`src/rtl/memory_word_pkg.sv`:
```
// Shared constants for the single-word store:
// default width and mode encodings.
package memory_word_pkg;

  localparam int WIDTH_DFLT = 2;

  localparam logic CNTRL_WRITE = 1'b0;
  localparam logic CNTRL_READ  = 1'b1;

endpackage

```
`src/rtl/memory_word_store.sv`:
```
// Single-word storage cell: WRITE captures inp into mem,
// READ copies the pre-edge mem into the registered read port.
module memory_word_store
  import memory_word_pkg::*;
#(
  parameter int WIDTH = WIDTH_DFLT
) (
  input  logic             clk,
  input  logic             rst,
  input  logic [WIDTH-1:0] inp,
  input  logic             cntrl,
  output logic [WIDTH-1:0] mem,
  output logic [WIDTH-1:0] read
);

  logic [WIDTH-1:0] mem_q;
  logic [WIDTH-1:0] mem_d;
  logic [WIDTH-1:0] read_q;
  logic [WIDTH-1:0] read_d;
  logic             is_read;

  // Anything other than a clean 1 on cntrl falls through to WRITE
  assign is_read = (cntrl == CNTRL_READ);

  always_comb begin
    mem_d  = mem_q;
    read_d = read_q;
    if (is_read) begin
      read_d = mem_q;
    end else begin
      mem_d = inp;
    end
  end

  always_ff @(posedge clk or posedge rst) begin
    if (rst) begin
      mem_q <= '0;
    end else begin
      mem_q <= mem_d;
    end
  end

  always_ff @(posedge clk or posedge rst) begin
    if (rst) begin
      read_q <= '0;
    end else begin
      read_q <= read_d;
    end
  end

  assign mem  = mem_q;
  assign read = read_q;

endmodule

```
`config.mk`:
```
export PLATFORM = sky130hd
export DESIGN_NAME = memory_word_store
export DESIGN_NICKNAME = d
export VERILOG_FILES = /design/src/rtl/memory_word_pkg.sv /design/src/rtl/memory_word_store.sv
export SDC_FILE = /design/constraint.sdc
export NUM_CORES = 1
export LEC_CHECK = 0
export CAP_MARGIN = 20
export CORE_AREA = 2 2 39 41
export DETAILED_ROUTE_END_ITERATION = 6
export DIE_AREA = 0 0 41 43
export PLACE_DENSITY_LB_ADDON = 0.08
export REMOVE_ABC_BUFFERS = 1
export SLEW_MARGIN = 15
export SYNTH_ARGS = -nofsm -noshare
export SYNTH_HDL_FRONTEND = slang
export SYNTH_SLANG_ARGS = --single-unit
```
`constraint.sdc`:
```
create_clock -name clk -period 1.01 [get_ports clk]
set_clock_uncertainty 0.1 [all_clocks]
set_input_delay 0.202 -clock clk [delete_from_list [all_inputs] [get_ports clk]]
set_output_delay 0.202 -clock clk [all_outputs]
set_load 0.02 [all_outputs]
```
==> metrics.cfg, run 1 <==
[status]
status = finished with violations
violations = setup timing

[global_route]
grt_max_degree = 5
track_usage_pct = 5.62
grt_pass1_wl_um = 572
antenna_found_initial = 0
grt-ovfl-total = 0
grt_pass1_vias = 139

[clocking]
cts_hold_buffers = 0
htreeDepth = 1
clock_latency_ps = 230
cts_sinks = 4
clk_pin_slew_ps = 40
clockBufferDepth = 2
cts_root_buf = clkbuf_4
cts_tree = done
numCtsBuffers = 3

[power_and_ir_drop]
switching_power_uw = 126
power_density_nw_per_um2 = 1750
p_clk_share_pct = 37.2
pwr-share-comb_pct = 25.4
p_seq_share_pct = 37.3
p_leak_uw = 0.000137
internal-power_uw = 396
vdd_drop_max_mv = 0.425
switching_share_pct = 24.1

[floorplan]
die_h_um = 43
initial_utilization_pct = 10.8
dieWidth_um = 41
coreArea_sq_um = 1380
num_rows = 14
io_pins = 9
die-area_sq_um = 1760

[critical_path]
reg2reg_from = mem[1]
cp_slowest_cell = dfrtp_1
crit_buf_inv = 1
crit_path_max_incr_delay_ps = 380
crit_type = flip-flop to output pin
end_kind = output pin
worstPathRequired_ps = 710
r2r_slack_ps = 20
cp_max_fo = 2
path_cells = buf_6
start_kind = flip-flop
r2r_end = mem[1]
arrival_ps = 750
r2r_cells = 2
path_delay_family = flip-flops

[synth]
netlist_instances = 9
synth_cell_types = 3
ys_seq_area_share_pct = 67.2
synth_top_area_cell = dfrtp_1
ys_ff_latch = 4
netlist_area_sq_um = 149
yosysTopAreaCellShare_pct = 67.2
synth_area_leaders = dfrtp_1 67%, mux2_2 30%, inv_1 2.5%
synth.avg_cell_area_sq_um = 16.5
ys_warn_count = 0

[sta]
setup_ws_ps = -42.4
max_freq_ghz = 0.950
finalCritPeriodShare_pct = 104
slew_headroom_pct = 87.2
worstMarginPinSlew_ps = 192
slew_viol_final = 0
min_period_ps = 1050
holdWs_ps = 68.0
rsz0062_at_grt = true
hold_viol_final = 0
setup_viol = 4

[place]
dpl.hpwl_um = 312
globalplace.congestion = 0.557
dp_cells = 35
io_buffer_count = 8

[routing]
wl_um = 368
drt_iter0_markers = 0
drtAntennaViolNets = 0
firstDrtPassIters = 1
drc = 0
vias_per_cell = 3.15
vias = 123
wl_per_cell_um = 9.44

[finish]
fin_cells = 39
post-route-util_pct = 21.5
area.growth.synth_to_final_pct = 100
nets = 30
n_antenna_cell = 0
final_layout_size_suffix_gt1_share_pct = 60.9

[flow_run]
cap_violations = 0

[hold_path]
min_path_type = input pin to async pin

-- cell usage in the layout (no fill, tap or decap) --
cell type,n
inv_1,1
clkbuf_4,3
buf_4,3
mux2_2,4
dfrtp_1,4
clkdlybuf4s50_1,3
dlygate4sd2_1,1
buf_6,4
-- Yosys cell counts --
cell,instances
dfrtp_1,4
inv_1,1
mux2_2,4
-- cell families after synthesis --
| logic type | share of synthesized area, % |
|---|---|
| buffers and inverters | 2.52 |
| DFF | 67.2 |
| muxes | 30.2 |
-- power by group through the flow --
stage | Sequential (uW) | Combinational [uW] | Clock, uW
4_1_cts | 195 | 130 | 205
6_report | 195 | 133 | 194
5_1_grt | 197 | 143 | 216
3_5_place_dp | 194 | 124 | 0
3_3_place_gp | 193 | 123 | 0
2_1_floorplan | 219 | 22.6 | 0
-- worst max path at each step --
stage,from,cells after the start,endpoint
5_1_grt,mem[1],1,mem[1]
2_1_floorplan,mem[0],1,mem[0]
3_3_place_gp,cntrl,2,read[1]
4_1_cts,mem[1],1,mem[1]
3_5_place_dp,cntrl,2,read[0]
6_report,mem[1],1,mem[1]
-- through the flow --
stage	TNS [ps]	worst slack (ps)	area, sq um	power, uW
after floorplan	0	73.2	149	241
after global placement	-2240	-335	264	316
after detailed placement	-2270	-339	264	318
after CTS	-214	-68.7	292	530
after global routing	-263	-71.6	298	555
final	-143	-42.4	298	522
-- layer usage --
layer | global-route usage (%) | up-vias | part of all wire (%)
met5 | 0 | - | 0
met4 | 8.00 | 0 | 0
met3 | 3.66 | 0 | 20
met2 | 5.94 | 9 | 38
met1 | 5.79 | 55 | 42
li1 | - | 59 | -
-- flip-flops by register name, indices dropped and copies added (netlist names) --
signal,cells
read,2
mem,2
-- area by class of cell --
class                      count  area, sq um
multi-input combinational      4         45.0
timing repair buffer          11          106
tap                           16         20.0
inverter                       1         3.75
fill                         160         1090
clock buffer                   3         22.5
sequential                     4          100
-- timing repair --
item / 4_1_cts / 5_1_grt
setup buffers: 1 / 0
cloned: 0 / 0
resized for setup: 23 / 2
setup endpoints to repair: 8 / 5
Note: power is estimated with default switching activity, not from simulation.
==> run 2, diff against run 1 <==
Settings changed: CORE_AREA 2 2 39 41 to 4 4 41 43, CTS_BUF_LIST set to sky130_fd_sc_hd__clkbuf_16, DIE_AREA 0 0 41 43 to 0 0 45 47, TNS_END_PERCENT set to 20.
==> run 2 against run 1 <==
The run still ends with setup timing left. Highest routed layer is now met4. Combinational power is 6% lower. Largest cell class is now registers. First-iteration DRC count stayed put. Final cell count is 5.1% lower. Largest power group is now the clock network.
==> metrics.cfg, run 2 (synthesis gave the netlist of run 1 again) <==
[status]
status = finished with violations
violations = setup timing

[clocking]
htreeDepth = 1  ; unchanged
cts_root_buf = clkbuf_16
clockBufferDepth = 2  ; unchanged
post_cts_buffers = 0  ; -1
cts_hold_buffers = 0  ; unchanged
numCtsBuffers = 3  ; unchanged
clock_latency_ps = 220  ; about the same
cts_sinks = 4  ; unchanged
clk_pin_slew_ps = 30  ; about the same
cts_tree = done

[critical_path]
r2r_cells = 2  ; unchanged
path_delay_family = flip-flops
worstPathRequired_ps = 710  ; about the same
reg2reg_from = mem[0]
cp_slowest_cell = dfrtp_1
crit_buf_inv = 1  ; unchanged
end_kind = output pin
arrival_ps = 740  ; about the same
path_cells = buf_6
crit_type = flip-flop to output pin
crit_path_max_incr_delay_ps = 380  ; about the same
startpoint = mem[0]
r2r_end = read[0]
cp_max_fo = 2  ; unchanged
start_kind = flip-flop
r2r_slack_ps = 20  ; about the same

[sta]
finalCritPeriodShare_pct = 103  ; -1.1 points
max_freq_ghz = 0.961  ; +1.1%
hold_viol_final = 0  ; unchanged
setup_ws_ps = -30.9  ; +11.4 ps
holdWs_ps = 80.5  ; +12.4 ps
min_period_ps = 1040  ; -11.4 ps
worstMarginPinSlew_ps = 193  ; +1.39 ps
slew_headroom_pct = 87.1  ; -0.093 points
rsz0062_at_grt = true
setup_viol = 4  ; unchanged
slew_viol_final = 0  ; unchanged

[routing]
met2_length_um = 161  ; +15%
top_layer = met4
wl_per_cell_um = 11.5  ; +21%
vias_per_cell = 3.32  ; +5.4%
wl_met1_um = 184  ; +19%
wl_um = 424  ; +15%
vias = 123  ; unchanged
drtAntennaViolNets = 0  ; unchanged
drc = 0  ; unchanged
drt_iter0_markers = 0  ; unchanged
dr_wl_met3_um = 58  ; -19%
firstDrtPassIters = 1  ; unchanged

[global_route]
grt_pass1_vias = 159  ; +14%
antenna_found_initial = 0  ; unchanged
grt_pass1_wl_um = 745  ; +30%
grt-ovfl-total = 0  ; unchanged
track_usage_pct = 6.10  ; +0.47 points
grt_max_degree = 5  ; unchanged

[place]
globalplace.congestion = 0.594  ; +6.5%
io_buffer_count = 8  ; unchanged
dp_cells = 34  ; -2.9%

[floorplan]
initial_utilization_pct = 11.4  ; +0.68 points
die_h_um = 47  ; +9.3%
io_pins = 9  ; unchanged
num_rows = 13  ; -1
coreArea_sq_um = 1300  ; -6.0%
dieWidth_um = 45  ; +9.8%
die-area_sq_um = 2120  ; +20%

[power_and_ir_drop]
p_leak_uw = 0.000156  ; +13%
total_power_uw = 936  ; +79%
vdd_drop_max_mv = 0.867  ; +100%
power_density_nw_per_um2 = 2740  ; +56%

[finish]
area.growth.synth_to_final_pct = 129
fin_cells = 37  ; -5.1%
nFillCells = 141  ; -12%
final_cell_mix = 4 x mux2_2, 4 x dfrtp_1, 4 x buf_6
final_layout_size_suffix_gt1_share_pct = 59.1  ; -1.8 points
nets = 29  ; -3.3%
n_antenna_cell = 0  ; unchanged

[hold_path]
min_path_type = input pin to async pin

[flow_run]
cap_violations = 0  ; unchanged

-- run 2: cell types whose count changed in the layout (fill, tap and decap cells not counted) --
cell | previous run | this run
buf_4 | 3 | 2
clkbuf_16 | 0 | 3
clkbuf_4 | 3 | 0
-- run 2: power by group --
part | total [uW] | internal [uW] | leakage [uW] | switching [uW]
combinational | 125 | 75.2 | 0.0000719 | 50.1
sequential | 195 | 182 | 0.0000468 | 13.0
clock | 616 | 506 | 0.0000370 | 110
-- run 2: how the worst max path moves through the flow --
stage	depth (start not counted)	end
after floorplan	1	mem[0]
final	1	mem[0]
after global placement	2	read[1]
after CTS	1	mem[0]
after detailed placement	2	read[1]
after global routing	1	read[0]
-- run 2: worst register-to-register path, stage by stage, from the launching register on --
cell and delay, ps:
dfrtp_1 380, buf_4 140, mux2_2 250
-- run 2: final cells by class --
type                       instances  area [sq um]  share of cell area, %
clock buffer                       3          75.1                   22.0
timing repair buffer              10          98.8                   28.9
inverter                           1          3.75                   1.10
multi-input combinational          4          45.0                   13.2
sequential                         4           100                   29.3
tap                               15          18.8                   5.49
-- run 2: metrics by stage --
step	util, %	setup slack [ps]	cell area [sq um]	TNS [ps]
floorplan	-	73.2	149	0
global placement	20.2	-352	263	-2310
detailed placement	20.2	-352	263	-2300
CTS	24.3	-51.0	317	-167
global route	26.3	-49.5	342	-192
finish	26.3	-30.9	342	-99.6
-- run 2: repair_timing --
| action | CTS | global route |
|---|---|---|
| pin swaps | 0 | 0 |
| resized for setup | 17 | 8 |
| setup endpoints to repair | 8 | 4 |
-- run 2: routing by layer --
layer	vias to the layer above	global-route usage, %
met5	-	0
met4	0	8.77
met3	4	3.83
met2	10	7.34
met1	53	5.95
li1	56	-
==> run 3, diff against run 2 <==
--- a/config.mk
+++ b/config.mk
@@ -12,2 +12,3 @@
 export DIE_AREA = 0 0 45 47
+export DONT_BUFFER_PORTS = 1
 export PLACE_DENSITY_LB_ADDON = 0.08
--- a/constraint.sdc
+++ b/constraint.sdc
@@ -4,2 +4,2 @@
 set_output_delay 0.202 -clock clk [all_outputs]
-set_load 0.02 [all_outputs]
+set_load 0.05 [all_outputs]
==> run 3 against run 2 <==
The flow still finishes with violations (setup timing). Design area shrank 11%. Worst setup slack lost 34 ps. Sequential power is essentially flat. Sequential share of layout area grew 3.5 points. Wire length shrank 2.8%. Combinational power grew 24%. Die area is the same. Critical path type unchanged. Largest cell class unchanged.
==> metrics.cfg, run 3 (synthesis gave the netlist of run 1 again) <==
[status]
status = finished with violations
violations = setup timing

[sta]
hold_viol_final = 0  ; unchanged
rsz0062_at_grt = true
setup_viol = 4  ; unchanged
slew_headroom_pct = 90.5  ; +3.4 points
slew_viol_final = 0  ; unchanged
min_period_ps = 1070  ; +34.0 ps
setup_tns_ps = -231  ; -131 ps
finalCritPeriodShare_pct = 106  ; +3.4 points
setup_ws_ps = -65.0  ; -34.0 ps
worstMarginPinSlew_ps = 142  ; -51.1 ps
max_freq_ghz = 0.930  ; -3.2%

[clocking]
clk_pin_slew_ps = 30  ; about the same
numCtsBuffers = 3  ; unchanged
cts_sinks = 4  ; unchanged
cts_tree = done
htreeDepth = 1  ; unchanged
clock_latency_ps = 220  ; about the same
cts_root_buf = clkbuf_16
clockBufferDepth = 2  ; unchanged

[critical_path]
r2r_cells = 2  ; unchanged
worstPathRequired_ps = 710  ; about the same
r2r_slack_ps = 10  ; about the same
arrival_ps = 770  ; +30 ps
r2r_end = mem[1]
reg2reg_from = mem[1]
crit_type = flip-flop to output pin
path_delay_family = flip-flops
start_kind = flip-flop
crit_path_max_incr_delay_ps = 390  ; about the same
cp_slowest_cell = dfrtp_1
path_cells = buf_6
cp_max_fo = 3  ; +1
crit_buf_inv = 1  ; unchanged
end_kind = output pin

[global_route]
grt_pass1_wl_um = 572  ; -23%
grt_max_degree = 5  ; unchanged
antenna_found_initial = 0  ; unchanged
track_usage_pct = 5.00  ; -1.1 points
grt_pass1_vias = 147  ; -7.5%
grt-ovfl-total = 0  ; unchanged

[place]
globalplace.congestion = 0.663  ; +12%
pre_cts_slack_ps = 129  ; +480 ps
io_buffer_count = 0  ; -8
dp_cells = 28  ; -18%

[hold_path]
min_path_type = input pin to flip-flop
worstHoldEndpoint = mem[0]
hold_depth = 1
hp-start = inp[0]

[finish]
nets = 25  ; -14%
final_layout_size_suffix_gt1_share_pct = 66.7  ; +7.6 points
area.growth.synth_to_final_pct = 105
fin_cells = 33  ; -11%
n_antenna_cell = 0  ; unchanged
post-route-util_pct = 23.5  ; -2.8 points
final_cell_mix = 4 x mux2_2, 4 x dfrtp_1, 4 x buf_6

[floorplan]
coreArea_sq_um = 1300  ; unchanged
die-area_sq_um = 2120  ; unchanged
dieWidth_um = 45  ; unchanged
io_pins = 9  ; unchanged
num_rows = 13  ; unchanged
die_h_um = 47  ; unchanged
initial_utilization_pct = 11.4  ; unchanged

[routing]
drtAntennaViolNets = 0  ; unchanged
drt_iter0_markers = 0  ; unchanged
wl_per_cell_um = 12.5  ; +8.9%
vias = 104  ; -15%
wl_um = 412  ; -2.8%
vias_per_cell = 3.15  ; -5.2%
drc = 0  ; unchanged
firstDrtPassIters = 1  ; unchanged

[power_and_ir_drop]
vdd_drop_max_mv = 0.469  ; -46%
p_leak_uw = 0.000138  ; -11%
power_density_nw_per_um2 = 3160  ; +15%

[flow_run]
cap_violations = 0  ; unchanged

-- run 3: cell types whose count changed in the layout (fill, tap and decap cells not counted) --
cell             delta
buf_4               -1
clkdlybuf4s50_1     -3
dlygate4sd2_1       -1
dlygate4sd3_1       +1
-- run 3: power by group --
part	total, uW	leakage, uW	switching (uW)	internal [uW]
combinational	155	0.0000543	92.2	62.6
clock	612	0.0000370	106	505
sequential	197	0.0000468	15.5	182
total	964	0.000138	214	750
-- run 3: per-layer routing --
layer / up-vias / global-route usage [%] / wire (um)
li1: 49 / - / -
met1: 48 / 2.30 / 96
met2: 7 / 8.19 / 244
met3: 0 / 4.60 / 71
met4: 0 / 7.02 / 0
met5: - / 0 / 0
-- run 3: per-stage QoR --
stage | instance area [sq um] | hold WS (ps) | power, uW
final | 305 | 32.8 | 964
after global routing | 305 | 31.8 | 992
after global placement | 198 | -129 | 327
after CTS | 305 | 34.7 | 975
after floorplan | 149 | -132 | 288
after detailed placement | 198 | -121 | 332
-- run 3: worst max-delay path by stage --
stage	slack, ps	depth (start not counted)	endpoint	from
5_1_grt	-80	1	read[1]	read[1]
4_1_cts	-70	1	read[1]	read[1]
2_1_floorplan	-90	1	mem[0]	mem[0]
3_5_place_dp	130	1	mem[1]	mem[1]
6_report	-60	1	mem[0]	mem[0]
3_3_place_gp	150	1	mem[1]	mem[1]
-- run 3: repair_timing --
action,4_1_cts,5_1_grt
endpoints found under the hold margin,4,0
resized for setup,4,0
hold buffers,1,0
setup endpoints to repair,4,5
setup buffers,1,0
pin swaps,0,0
-- run 3: cell type report --
class	count	area, sq um
multi-input cells	4	45.0
inverters	1	3.75
fillers	141	996
flip-flops and latches	4	100
repair buffers	6	62.6
clock buffers	3	75.1
well taps	15	18.8
==> RTL change (settings of run 1) <==
Change the package constant `WIDTH_DFLT` from 2 to 4.
--- a/src/rtl/memory_word_pkg.sv
+++ b/src/rtl/memory_word_pkg.sv
@@ -2,7 +2,7 @@
 // default width and mode encodings.
 package memory_word_pkg;
 
-  localparam int WIDTH_DFLT = 2;
+  localparam int WIDTH_DFLT = 4;
 
   localparam logic CNTRL_WRITE = 1'b0;
   localparam logic CNTRL_READ  = 1'b1;
Ports: changed (resized inp, mem and read); port bits go from 9 to 15. No check against the original RTL was run, so the function may have changed too.
==> RTL change against run 1 <==
The run still ends with negative setup slack left. Count of clock-buffer cells in the layout stayed put. Sequential cell count up 4. Area after synthesis increased by 130%. Setup slack got worse by 0.037 ns. Global-route usage is 4.7 points higher. Wire length increased by 75%. Critical path type unchanged. Largest cell class unchanged. Critical path depth unchanged. Highest routed layer is now met4. Sequential power grew 100%. Power rose by 83%. Final area rose by 110%.
==> RTL change: results (changes against run 1) <==
* Seq/Total Area, Yosys at 59.7% (-7.5 points)
* CP Max Fanout at 3 (+1)
* Antenna violations before repair at 0 (unchanged)
* CP max stage delay at 0.40 ns (+0.02 ns)
* Grt met2 use at 14.7% (+8.8 points)
* Met1 usage at 12.3% (+6.5 points)
* Fraction of layout cells with a size suffix above 1 at 65.1% (+4.2 points)
* Drt total wl at 644 µm (+75%)
* GRT Util Overall at 10.3% (+4.7 points)
* Vias per Instance at 4.10 (+30%)
* Top Layer Used: met4
* CP delay by family, top: flip-flops
* Failing checks: negative setup slack
* Fill cells at 129 (-19%)
* Setup_tns at -0.542 ns (-0.399 ns)
* Largest net degree at the start of global routing at 9 (+4)
* Final #Nets at 52 (+73%)
* Leak Pwr at 0.305 nW (+120%)
* Final Worst Setup Slack at -0.0791 ns (-0.0367 ns)
* CTS buffer count at 3 (unchanged)
* Critical path arrival at 0.79 ns (+0.04 ns)
* Synth Flop Type: dfrtp_1
* Htree depth at 1 (unchanged)
* First-pass GRT wire length at 1170 µm (+100%)
* Met3 usage at 3.14% (-0.52 points)
* Top cells by count, synth: dfrtp_1 (8), mux2_4 (8), buf_6 (1), inv_1 (1)
* Count of input and output buffers at 14 (+6)
* Peak VDD IR at 760 µV (+79%)
* Worst-margin pin slew at 0.299 ns (+0.108 ns)
* Pre-CTS setup slack at -0.382 ns (-0.0426 ns)
* Final setup vio count at 8 (+4)
* Met1 wire length at 265 µm (+72%)
* Met2 Wirelength at 331 µm (+140%)
* Post-synth cell types at 4 (+1)
* Number of global-route vias before repair at 289 (+110%)
* Crit-path slowest cell: dfrtp_1
* Ranking of synthesized cells by area: dfrtp_1 (60%), mux2_4 (36%), buf_6 (3.4%)
* GPL Wtd Cong at 0.506 (-9.2%)
* Routed met3 length at 42 µm (-42%)
* Status: complete, but fails checks
==> RTL change: cells by family after synthesis <==
logic type             Yosys count  share of synthesized area (%)
multiplexers                     8                           35.8
flip-flops                       8                           59.7
buffers and inverters            2                           4.48
==> RTL change: metrics by stage <==
stage | cell area (µm²) | instances
3_5_place_dp | 534 | 52
3_3_place_gp | 534 | 52
5_1_grt | 611 | 59
4_1_cts | 582 | 58
2_1_floorplan | 324 | 17
6_report | 611 | 59
==> RTL change: cell type report <==
| class | instances | area, µm² | area share, % |
|---|---|---|---|
| multi-input cells | 8 | 120 | 19.7 |
| well taps | 16 | 20.0 | 3.28 |
| repair buffers | 23 | 244 | 40.0 |
| flip-flops and latches | 8 | 200 | 32.8 |
| clock buffers | 3 | 22.5 | 3.69 |
| inverters | 1 | 3.75 | 0.615 |
==> RTL change: where the power goes <==
part | switching, mW | total (mW) | internal, mW | leakage [nW]
clock | 0.101 | 0.237 | 0.135 | 0.0138
combinational | 0.110 | 0.322 | 0.212 | 0.197
sequential | 0.0324 | 0.394 | 0.361 | 0.0937
==> RTL change: final timing paths <==
kind | start | to | slack (ns) | depth (start not counted)
worst max-delay path | mem[1]$_DFFE_PP0N_ | mem[1] | -0.08 | 1
worst min register to register | mem[1]$_DFFE_PP0N_ | mem[1]$_DFFE_PP0N_ | 0.46 | 1
worst min-delay path | rst | read[3]$_DFFE_PP0P_ | 0.09 | 2
max in group asynchronous | rst | mem[0]$_DFFE_PP0N_ | 0.49 | 2
worst max register to register | read[1]$_DFFE_PP0P_ | read[1]$_DFFE_PP0P_ | 0.01 | 2
min in group clk | cntrl | mem[1]$_DFFE_PP0N_ | 0.43 | 3
==> RTL change: repair_timing <==
action                                  CTS  global route
gates cloned                              0             0
setup buffers                             3             1
gates resized for setup                  47             6
endpoints found under the setup margin   16            13
